`src/rtl/calc_pkg.sv`:
```
// Shared calculator display constants: active-low seven-segment patterns {g,f,e,d,c,b,a}
// for every hex digit, plus the all-off values for segments and anodes.
package calc_pkg;

   localparam logic [6:0] SEG_0 = 7'b1000000;
   localparam logic [6:0] SEG_1 = 7'b1111001;
   localparam logic [6:0] SEG_2 = 7'b0100100;
   localparam logic [6:0] SEG_3 = 7'b0110000;
   localparam logic [6:0] SEG_4 = 7'b0011001;
   localparam logic [6:0] SEG_5 = 7'b0010010;
   localparam logic [6:0] SEG_6 = 7'b0000010;
   localparam logic [6:0] SEG_7 = 7'b1111000;
   localparam logic [6:0] SEG_8 = 7'b0000000;
   localparam logic [6:0] SEG_9 = 7'b0010000;
   localparam logic [6:0] SEG_A = 7'b0001000;
   localparam logic [6:0] SEG_B = 7'b0000011;
   localparam logic [6:0] SEG_C = 7'b1000110;
   localparam logic [6:0] SEG_D = 7'b0100001;
   localparam logic [6:0] SEG_E = 7'b0000110;
   localparam logic [6:0] SEG_F = 7'b0001110;

   localparam logic [6:0] SEG_OFF = 7'b1111111;
   localparam logic [3:0] AN_OFF  = 4'b1111;

endpackage

```
`src/rtl/hex_to_seg7.sv`:
```
// Combinational nibble to active-low seven-segment decoder.
module hex_to_seg7
   import calc_pkg::*;
(
   input  logic [3:0] nibble,
   output logic [6:0] seg
);

   always_comb begin
      seg = SEG_OFF;
      case (nibble)
         4'h0: seg = SEG_0;
         4'h1: seg = SEG_1;
         4'h2: seg = SEG_2;
         4'h3: seg = SEG_3;
         4'h4: seg = SEG_4;
         4'h5: seg = SEG_5;
         4'h6: seg = SEG_6;
         4'h7: seg = SEG_7;
         4'h8: seg = SEG_8;
         4'h9: seg = SEG_9;
         4'hA: seg = SEG_A;
         4'hB: seg = SEG_B;
         4'hC: seg = SEG_C;
         4'hD: seg = SEG_D;
         4'hE: seg = SEG_E;
         4'hF: seg = SEG_F;
         default: seg = SEG_OFF;
      endcase
   end

endmodule

```
`src/rtl/seg7_display_driver.sv`:
```
// Four-digit common-anode display driver: captures the calculator value on load,
// scans the hex digits with a prescaled refresh counter, optionally blanks leading zeros.
module seg7_display_driver
   import calc_pkg::*;
#(
   parameter int REFRESH_DIV = 100000,
   parameter bit LZ_SUPPRESS = 1'b1
) (
   input  logic        clk,
   input  logic        rst_n,
   input  logic [15:0] value,
   input  logic        load,
   input  logic        blank,
   output logic [3:0]  an,
   output logic [6:0]  seg,
   output logic        dp
);

   localparam int PCNT_W = $clog2(REFRESH_DIV);
   localparam logic [PCNT_W-1:0] PCNT_MAX = PCNT_W'(REFRESH_DIV - 1);

   logic [15:0]       shown;
   logic [PCNT_W-1:0] pcnt;
   logic [1:0]        dsel;
   logic              tick;
   logic [3:0]        nibble;
   logic [6:0]        nibble_seg;
   logic              suppressed;
   logic [3:0]        an_next;
   logic [6:0]        seg_next;

   assign tick   = (pcnt == PCNT_MAX);
   assign nibble = shown[{dsel, 2'b00} +: 4];
   assign dp     = 1'b1;

   hex_to_seg7 u_dec (
      .nibble (nibble),
      .seg    (nibble_seg)
   );

   // A digit is a leading zero when it and every more significant nibble are zero.
   always_comb begin
      suppressed = 1'b0;
      case (dsel)
         2'd1:    suppressed = (shown[15:4] == 12'h000);
         2'd2:    suppressed = (shown[15:8] == 8'h00);
         2'd3:    suppressed = (shown[15:12] == 4'h0);
         default: suppressed = 1'b0;
      endcase
      suppressed = suppressed & LZ_SUPPRESS;
   end

   always_comb begin
      an_next  = AN_OFF;
      seg_next = SEG_OFF;
      if (!blank && !suppressed) begin
         an_next  = ~(4'b0001 << dsel);
         seg_next = nibble_seg;
      end
   end

   always_ff @(posedge clk or negedge rst_n) begin
      if (!rst_n) begin
         shown <= 16'h0000;
         pcnt  <= '0;
         dsel  <= 2'd0;
         an    <= AN_OFF;
         seg   <= SEG_OFF;
      end else begin
         if (load)
            shown <= value;
         if (tick) begin
            pcnt <= '0;
            dsel <= dsel + 2'd1;
         end else begin
            pcnt <= pcnt + PCNT_W'(1);
         end
         an  <= an_next;
         seg <= seg_next;
      end
   end

endmodule

```
`config.mk`:
```
export PLATFORM = sky130hd
export DESIGN_NAME = seg7_display_driver
export DESIGN_NICKNAME = d
export VERILOG_FILES = /design/src/rtl/calc_pkg.sv /design/src/rtl/hex_to_seg7.sv /design/src/rtl/seg7_display_driver.sv
export SDC_FILE = /design/constraint.sdc
export NUM_CORES = 1
export LEC_CHECK = 0
export BUFFER_PORTS_ARGS = -buffer_cell sky130_fd_sc_hd__buf_4
export CORE_MARGIN = 2
export CORE_UTILIZATION = 38
export DETAILED_ROUTE_END_ITERATION = 16
export GPL_ROUTABILITY_DRIVEN = 0
export PLACE_DENSITY = 0.56
export SYNTH_ARGS = -nofsm -noshare
export SYNTH_HDL_FRONTEND = slang
export SYNTH_SLANG_ARGS = --single-unit
```
`constraint.sdc`:
```
create_clock -name clk -period 5.75 [get_ports clk]
set_input_delay 0.575 -clock clk [delete_from_list [all_inputs] [get_ports clk]]
set_output_delay 0.575 -clock clk [all_outputs]
set_load 0.1 [all_outputs]
```
==> flow_summary.json <==
{
  "status": "finished clean",
  "via_per_inst": 5.03,
  "yosysSeqAreaShare": 0.507,
  "required_ns": 5.96,
  "path_clk_slew_ns": 0.08,
  "grt-ovfl-total": 0,
  "ant_nets": 0,
  "cellLeakagePower_nw": 1.17,
  "wl_per_cell_microns": 13.8,
  "firstDrtPassIters": 4,
  "start_util": 0.391,
  "syn_nets": 225,
  "finalHoldViolCount": 0,
  "clkLatencyLatePin_ns": 0.29,
  "sequentialPowerShare": 0.491,
  "synth_mux_area_frac": 0.156,
  "endpoint_kind": "register",
  "die_h_microns": 81.8,
  "postSynthAreaPerCell_sq_um": 11.9,
  "synth_compound_area_frac": 0.0566,
  "holdCritPathClass": "in2async",
  "dieArea_sq_um": 6690,
  "max_slew_margin": 0.484,
  "place_ws_ns": 3.38,
  "r2r-start": "dsel[0]",
  "post-route-drc-count": 0,
  "core_area_sq_um": 5890,
  "nNetsFinal": 255,
  "r2r_end": "seg[0]",
  "cts_setup_buffers": 0,
  "ys_ff_latch": 46,
  "root_buffer": "clkbuf_8",
  "switching_share": 0.285,
  "detailed_place_hpwl_mm": 3.06,
  "fin_setup_tns_ns": 0,
  "comb_power_share": 0.189,
  "antenna_found_initial": 0,
  "tritoncts": "done",
  "worstRegToRegCells": 7,
  "arrival_ns": 2.59,
  "vias": 1503,
  "period_needed_ns": 2.38,
  "timing.critical_path.max_delay_family": "multiplexers",
  "grt_pass1_vias": 1483,
  "crit_buf_inv": 1,
  "cts_resized": 0,
  "p_int_mw": 0.523,
  "synth.distinct_cells": 40,
  "critPathMaxFanout": 8,
  "rrSetupSlack_ns": 3.37,
  "mostFrequentLayoutCell": "dfrtp_1",
  "ioPinCount": 32,
  "p_switching_mw": 0.208,
  "synth-simple-area-share": 0.124,
  "grt_max_degree": 47,
  "fin_skew_ns": 0.00475,
  "max_freq_mhz": 420,
  "finalWirelength_mm": 4.14,
  "clock_path_buffers": 2,
  "area_delta_synth_final_pct": 16.8,
  "worst_slack_ns": 3.37,
  "worst_pin_slew_ns": 0.770,
  "layout_common_cells": "dfrtp_1, buf_4, nand2_1, mux2_2, ha_1",
  "yosys_warnings": 0,
  "slew_viol_final": 0,
  "synth-xor-area-share": 0.0647,
  "die_x_microns": 81.8,
  "post-route-period-util": 0.414,
  "diodes": 0,
  "maxCapViolations": 0,
  "p_per_area_nw_per_um2": 272,
  "rsz0062_at_grt": "false",
  "drt_iter0_markers": 66,
  "grt_use_total": 0.141,
  "finalSetupViolCount": 0,
  "htreeDepth": 2,
  "postSynthCellCount": 193,
  "worst_path_largest_cell_delay_ns": 0.61,
  "drive_gt1_frac": 0.304,
  "synth_top_family_by_area": "multiplexers",
  "clock_power_share": 0.320,
  "syn_area_sq_um": 2300,
  "critical_path.startpoint_type": "register",
  "crit_chain": "mux4_2, inv_1, ha_1, mux2i_1, o2bb2ai_1, mux2_2, o21ai_0",
  "row_count": 28,
  "io_buffers": 30,
  "crit_slowest_cell": "mux4_2",
  "grt_pass1_wl_mm": 7.18,
  "ir_drop_uv": 116,
  "synthAdderAreaFrac": 0.0653,
  "critPathKind": "reg2reg",
  "numClockSinks": 46,
  "cts_made_buffers": 5,
  "ctsHoldBuffers": 0
}
==> worst reg2reg max path: stages (launching register included) <==
cell	delay [ns]
dfrtp_1	0.53
mux4_2	0.61
inv_1	0.15
ha_1	0.30
mux2i_1	0.12
o2bb2ai_1	0.13
mux2_2	0.26
o21ai_0	0.20
==> worst max path at each step <==
stage / from / end / slack [ns] / depth (start not counted)
2_1_floorplan: dsel[0] / seg[0] / 3.68 / 7
3_3_place_gp: dsel[1] / seg[2] / 3.46 / 6
3_5_place_dp: dsel[0] / seg[0] / 3.38 / 7
4_1_cts: dsel[0] / seg[0] / 3.35 / 7
5_1_grt: dsel[1] / seg[2] / 3.18 / 6
6_report: dsel[0] / seg[0] / 3.37 / 7
==> synth_stat cells <==
library cell	n	area share
dfrtp_1	35	0.38
mux2_2	18	0.088
nand2_1	18	0.029
ha_1	12	0.065
dfstp_2	11	0.13
mux2i_1	11	0.048
nor2_1	11	0.018
xnor2_1	9	0.034
xor2_1	8	0.030
nand3_1	6	0.013
inv_1	5	0.0082
and4_1	4	0.015
nor3_1	4	0.0087
clkbuf_1	3	0.0049
o211ai_1	3	0.0098
o21ai_0	3	0.0065
o221ai_1	3	0.011
a21oi_1	2	0.0044
a31oi_1	2	0.0054
and3_1	2	0.0054
buf_2	2	0.0044
mux4_2	2	0.020
nand4_1	2	0.0054
and2_1	1	0.0027
and2b_1	1	0.0033
buf_4	1	0.0033
buf_6	1	0.0049
conb_1	1	0.0016
nand2b_1	1	0.0027
nor3b_1	1	0.0033
nor4_1	1	0.0027
nor4b_2	1	0.0065
o21a_1	1	0.0033
o21ai_1	1	0.0022
o21bai_1	1	0.0033
o22ai_1	1	0.0027
o2bb2ai_1	1	0.0038
o311ai_0	1	0.0038
or4_1	1	0.0033
or4b_1	1	0.0044
==> per-stage QoR <==
| step | utilization | cells | cell area [sq um] | hold slack, ns | power, mW |
|---|---|---|---|---|---|
| 2_1_floorplan | - | 193 | 2300 | 0.279 | 0.466 |
| 3_3_place_gp | 0.438 | 291 | 2580 | 0.477 | 0.504 |
| 3_5_place_dp | 0.438 | 291 | 2580 | 0.476 | 0.505 |
| 4_1_cts | 0.456 | 299 | 2690 | 0.292 | 0.741 |
| 5_1_grt | 0.456 | 299 | 2690 | 0.314 | 0.769 |
| 6_report | 0.456 | 299 | 2690 | 0.278 | 0.731 |
==> registers in the layout, indices dropped and copies added, names as in the netlist <==
name   flops
pcnt      17
an         4
shown     16
dsel       2
seg        7
==> layout make-up <==
type | count | area, sq um
clock buffer | 7 | 76.3
clock inverter | 1 | 30.0
fill | 565 | 3200
inverter | 5 | 18.8
multi-input combinational | 135 | 1080
sequential | 46 | 1160
tap | 75 | 93.8
timing repair buffer | 30 | 225
==> power groups by stage <==
stage / logic, mW / registers (mW) / clock network [mW]
floorplan: 0.0551 / 0.411 / 0
global placement: 0.140 / 0.365 / 0
detailed placement: 0.139 / 0.365 / 0
CTS: 0.140 / 0.359 / 0.242
global route: 0.149 / 0.361 / 0.259
finish: 0.138 / 0.359 / 0.234
==> logic make-up after synthesis <==
family / after synthesis
other cells: 1
buf+inv: 12
compound gates: 19
simple gates: 55
flops: 46
mux: 31
fa+ha+maj: 12
xor+xnor: 17
==> per-layer routing <==
metal / up-vias / GRT usage / wire length (microns)
met4: 0 / 0.0550 / 97
li1: 736 / - / -
met1: 723 / 0.210 / 2060
met2: 35 / 0.196 / 1780
met3: 9 / 0.0319 / 202
met5: - / 0 / 0
(Power assumes the default switching activity.)
